## config.mk

```make
export PLATFORM = sky130hd
export DESIGN_NAME = cap_touch_scanner
export DESIGN_NICKNAME = d
export VERILOG_FILES = /design/src/rtl/cap_touch_scanner.sv
export SDC_FILE = /design/constraint.sdc
export NUM_CORES = 1
export LEC_CHECK = 0
export CORE_UTILIZATION = 45
export CTS_BUF_LIST = sky130_fd_sc_hd__clkbuf_4 sky130_fd_sc_hd__clkbuf_8 sky130_fd_sc_hd__clkbuf_16
export CTS_CLUSTER_DIAMETER = 30
export DETAILED_ROUTE_END_ITERATION = 10
export PLACE_DENSITY = 0.66
export RECOVER_POWER = 50
export SETUP_SLACK_MARGIN = 0.2
export SLEW_MARGIN = 20
export SYNTH_ARGS = -nofsm -noshare
export SYNTH_HDL_FRONTEND = slang
export SYNTH_SLANG_ARGS = --single-unit
export TNS_END_PERCENT = 20
```

## constraint.sdc

```tcl
create_clock -name clock -period 3.18 [get_ports clock]
set_input_delay 0.318 -clock clock [delete_from_list [all_inputs] [get_ports clock]]
set_output_delay 0.318 -clock clock [all_outputs]
set_load 0.01 [all_outputs]
```

## src/rtl/cap_touch_scanner.sv

```systemverilog
// rtl/cap_touch_scanner.sv - shared-charge-line capacitive pad scanner with debounced touch mask
module cap_touch_scanner #(
    parameter int N_SENSORS        = 9,
    parameter int CNT_W            = 16,
    parameter int DISCHARGE_CYCLES = 1000,
    parameter int CHARGE_TIMEOUT   = 4000,
    parameter int TOUCH_THRESH     = 600,
    parameter int DEBOUNCE         = 2
) (
    input  logic                 clock,
    input  logic                 reset,
    input  logic                 enable,
    input  logic [N_SENSORS-1:0] capacitive_sensors_in,
    output logic                 capacitive_sensors_out,
    output logic [N_SENSORS-1:0] touch_mask,
    output logic                 touch_valid,
    output logic                 scan_busy
);

    localparam int AW = (DEBOUNCE < 2) ? 1 : $clog2(DEBOUNCE + 1);
    localparam logic [CNT_W-1:0] DIS_LAST = CNT_W'(DISCHARGE_CYCLES - 1);
    localparam logic [CNT_W-1:0] CHG_LAST = CNT_W'(CHARGE_TIMEOUT - 1);
    localparam logic [CNT_W-1:0] CHG_MAX  = CNT_W'(CHARGE_TIMEOUT);
    localparam logic [CNT_W-1:0] THRESH   = CNT_W'(TOUCH_THRESH);
    localparam logic [AW-1:0]    DEB_LAST = AW'(DEBOUNCE - 1);

    typedef enum logic [1:0] {S_IDLE, S_DISCHARGE, S_CHARGE, S_EVAL} state_t;

    state_t               state_q, state_d;
    logic [CNT_W-1:0]     cnt_q, cnt_d, cnt_inc;
    logic [N_SENSORS-1:0] sync1_q, sync_q;
    logic [N_SENSORS-1:0] done_q;
    logic [CNT_W-1:0]     count_q [N_SENSORS];
    logic [AW-1:0]        agree_q [N_SENSORS];
    logic [N_SENSORS-1:0] mask_q;
    logic                 valid_q;
    logic [N_SENSORS-1:0] raw;
    logic                 all_done;
    logic                 start_charge;
    logic                 timeout;

    assign cnt_inc  = (cnt_q == {CNT_W{1'b1}}) ? cnt_q : cnt_q + 1'b1;
    // Pads rising in this very cycle count as done so the phase ends without an idle cycle.
    assign all_done = &(done_q | sync_q);

    always_ff @(posedge clock or negedge reset) begin
        if (!reset) begin
            state_q <= S_IDLE;
            cnt_q   <= '0;
        end else begin
            state_q <= state_d;
            cnt_q   <= cnt_d;
        end
    end

    always_comb begin
        state_d      = state_q;
        cnt_d        = cnt_q;
        start_charge = 1'b0;
        timeout      = 1'b0;
        case (state_q)
            S_IDLE: begin
                if (enable) begin
                    state_d = S_DISCHARGE;
                    cnt_d   = '0;
                end
            end
            S_DISCHARGE: begin
                cnt_d = cnt_inc;
                if (cnt_q == DIS_LAST) begin
                    state_d      = S_CHARGE;
                    cnt_d        = '0;
                    start_charge = 1'b1;
                end
            end
            S_CHARGE: begin
                cnt_d   = cnt_inc;
                timeout = (cnt_q == CHG_LAST);
                if (all_done || timeout) begin
                    state_d = S_EVAL;
                end
            end
            S_EVAL: begin
                cnt_d   = '0;
                state_d = enable ? S_DISCHARGE : S_IDLE;
            end
            default: begin
                state_d = S_IDLE;
                cnt_d   = '0;
            end
        endcase
    end

    always_comb begin
        raw = '0;
        for (int i = 0; i < N_SENSORS; i++) begin
            raw[i] = (count_q[i] >= THRESH);
        end
    end

    always_ff @(posedge clock or negedge reset) begin
        if (!reset) begin
            sync1_q <= '0;
            sync_q  <= '0;
            done_q  <= '0;
            mask_q  <= '0;
            valid_q <= 1'b0;
            for (int i = 0; i < N_SENSORS; i++) begin
                count_q[i] <= '0;
                agree_q[i] <= '0;
            end
        end else begin
            sync1_q <= capacitive_sensors_in;
            sync_q  <= sync1_q;
            valid_q <= (state_q == S_EVAL);
            if (start_charge) begin
                done_q <= '0;
                for (int i = 0; i < N_SENSORS; i++) begin
                    count_q[i] <= '0;
                end
            end else if (state_q == S_CHARGE) begin
                // A pad that never rises is pinned at the timeout value, which reads as a touch.
                for (int i = 0; i < N_SENSORS; i++) begin
                    if (!done_q[i]) begin
                        if (sync_q[i]) begin
                            count_q[i] <= cnt_q;
                            done_q[i]  <= 1'b1;
                        end else if (timeout) begin
                            count_q[i] <= CHG_MAX;
                            done_q[i]  <= 1'b1;
                        end
                    end
                end
            end
            if (state_q == S_EVAL) begin
                for (int i = 0; i < N_SENSORS; i++) begin
                    if (raw[i] != mask_q[i]) begin
                        if (agree_q[i] >= DEB_LAST) begin
                            mask_q[i]  <= raw[i];
                            agree_q[i] <= '0;
                        end else begin
                            agree_q[i] <= agree_q[i] + 1'b1;
                        end
                    end else begin
                        agree_q[i] <= '0;
                    end
                end
            end
        end
    end

    assign capacitive_sensors_out = (state_q == S_CHARGE);
    assign scan_busy              = (state_q != S_IDLE);
    assign touch_mask             = mask_q;
    assign touch_valid            = valid_q;

endmodule
```

==> impl_metrics.toml <==
[clock_tree]
cts_buffer_depth = 2
post_cts_buffers = 0
htree_levels = 4
clk_latency_ns = 0.43
cts_made_buffers = 17
root_buffer = "clkbuf_16"
path_clk_slew_ns = 0.07
cts_tree = "built"
clock_sinks = 190

[final_layout]
layout.cells.non_filler = 1024
drive_gt1_share_pct = 15.95
antenna_cells = 0
area_growth_pct = 13.25
fin_util_pct = 51.86
layout.nets = 813

[drt]
wl_per_cell_um = 19.27
num_vias = 6071
drc = 0
drt_iter0_markers = 421
ant_nets = 0
viasPerCell = 5.929
wl_um = 19740
dr.pass1.iters = 5

[setup_path]
critical_path_class = "flop to flop"
crit_path_top_delay_cell = "or4_4"
crit_arrival_ns = 2.84
startpoint_type = "flop"
path_delay_family = "compound AO/OA/AOI/OAI gates"
critPathBufInv = 0
path_cells = "or4_4 > o41a_1 > o21a_1 > nor2_2 > a311oi_1"
crit_required_ns = 3.46
critPathMaxFanout = 15
cpPeakStageDelay_ns = 0.61
setup.worst_path.end_class = "flop"

[timing]
slew_headroom_pct = 38.98
finalSetupViolCount = 0
finalMaxSlewViolations = 0
fin_crit_sh_pct = 80.41
rsz0062_at_grt = "false"
hold_viol = 0
finalClockSkew_ns = 0.009308
worst_slew_pin_slew_ns = 0.9153
whs_ns = 0.3484
fmax_mhz = 391.1
tns_ns = 0
min_period_ns = 2.557

[die]
fp.dieH_um = 139.7
num_io_pins = 24
fp-row-count = 50
start_util_pct = 45.79
die_area_um2 = 19530
core_um2 = 18640
die_x_um = 139.7

[power_and_ir_drop]
pwr-share-comb_pct = 30.2
p_per_area_nw_per_um2 = 815.7
p_sw_w = 0.002493
swShare_pct = 31.62
seqPwrFrac_pct = 41.4
ir_worst_vdd_v = 0.0003913
p_leak_nw = 4.453
p_clk_share_pct = 28.4
internal_power_w = 0.005393

[run_status]
status = "finished clean"

[placement]
numPortBuffers = 23
place_inst = 991
dp_hpwl_um = 13390
globalplace.congestion = 0.8845

[synthesis]
synth_ff_type = "dfrtp_1"
synth_edf_count = 0
ys.warnings.count = 0
yosys_register_bits = 190
synthCells = 761
synth-seq-area-share_pct = 55.69
avgSynthCellArea_um2 = 11.22
syn_nets = 797
ys_async_sr_fraction_pct = 100.0
netlist_area_um2 = 8537
ys_types = 57

[global_routing]
grt_pass1_vias = 6135
grt_use_total_pct = 21.41
grt_max_degree = 88
grt_pass1_wl_um = 32290
overflow = 0
grt_antenna_before_repair = 0

[run]
cap_violations = 0

[worst_hold_path]
hold_class = "flop to flop"
## logic make-up after synthesis
group / count (synthesis) / synth area share, %
muxes: 10 / 1.202
buffers and inverters: 94 / 4.382
adders and majority gates: 24 / 3.518
DFF: 190 / 55.69
and+or+nand+nor: 188 / 10.86
AOI/OAI and AO/OA: 241 / 22.91
xor gates and xnor gates: 14 / 1.436
## layout make-up
type                    instances  area, um2
multi-input cells             477       3408
flip-flops and latches        190       4755
well taps                     234      292.8
clock buffers                  17      425.4
repair buffers                 47      426.7
fillers                      1612       8975
inverters                      44      165.2
clock inverters                15      195.2
## registers in the layout (all words and copies together) (netlist names)
| register | count |
|---|---|
| agree_q | 18 |
| cnt_q | 16 |
| count_q | 117 |
| done_q | 9 |
| state_q | 2 |
| sync1_q | 9 |
| sync_q | 9 |
| touch_mask | 9 |
| touch_valid | 1 |
## per-stage QoR
step | setup WS, ns | instance area (um2) | power (W)
after global routing | 0.5503 | 9668 | 0.008341
after detailed placement | 0.6615 | 9040 | 0.005706
after floorplan | 0.9360 | 8537 | 0.004862
final | 0.6228 | 9668 | 0.007887
after CTS | 0.6518 | 9671 | 0.007965
after global placement | 0.7222 | 9040 | 0.005534
## synthesized netlist by cell type (all sizes together) (7+ instances only)
cell	count	area, um2
xnor2	13	113.9
or4	11	86.33
mux2i	8	80.08
a2111oi	9	78.83
a31o	11	96.34
inv	44	165.2
nand3	21	105.1
a21oi	31	155.2
a211o	9	78.83
a22oi	7	52.55
ha	24	300.3
a41o	9	90.09
nor2	54	217.7
o221a	42	473.0
buf	12	66.32
nand2	59	221.5
a22o	40	350.3
clkbuf	38	142.6
nand2b	10	62.56
a21o	23	172.7
dfrtp	190	4755
o21ai	36	191.4
nor3	9	50.05
## path summary, 6_finish.rpt
path	start	end	slack, ns	depth (start not counted)
max	cnt_q[15]	cnt_q[15]	0.62	5
min	sync1_q[6]	sync_q[6]	0.35	0
max reg2reg	cnt_q[15]	cnt_q[15]	0.62	5
min reg2reg	sync1_q[6]	sync_q[6]	0.35	0
max in group asynchronous	reset	count_q[102]	1.30	3
min in group asynchronous	reset	touch_mask[1]	0.50	2
## repair_timing
action,in CTS,in global routing
hold buffers,1,0
endpoints found under the setup margin,0,0
resized for setup,0,0
hold endpoints to repair,58,0
## cell usage in the layout (no fill, tap or decap), types with 23 or more instances in the layout
master     n
a21o_1    23
a21oi_1   31
a22o_1    40
dfrtp_1  190
ha_1      24
inv_1     44
nand2_1   59
nor2_1    48
o21ai_0   25
o221a_2   42
## power by group through the flow
stage	clock network, W	logic (W)	registers, W
3_5_place_dp	0	0.00240	0.00330
6_report	0.00224	0.00238	0.00327
2_1_floorplan	0	0.00163	0.00324
4_1_cts	0.00228	0.00242	0.00327
3_3_place_gp	0	0.00227	0.00327
5_1_grt	0.00238	0.00264	0.00333
## per-layer routing
| metal | share of wire [%] | up-vias | routed length (um) | global-route usage, % |
|---|---|---|---|---|
| met4 | 1.9 | 0 | 373 | 7.230 |
| met1 | 46 | 3095 | 9049 | 29.21 |
| met5 | 0 | - | 0 | 0 |
| li1 | - | 2813 | - | - |
| met2 | 49 | 134 | 9605 | 34.82 |
| met3 | 3.6 | 29 | 707 | 3.510 |
(Power assumes the default switching activity.)
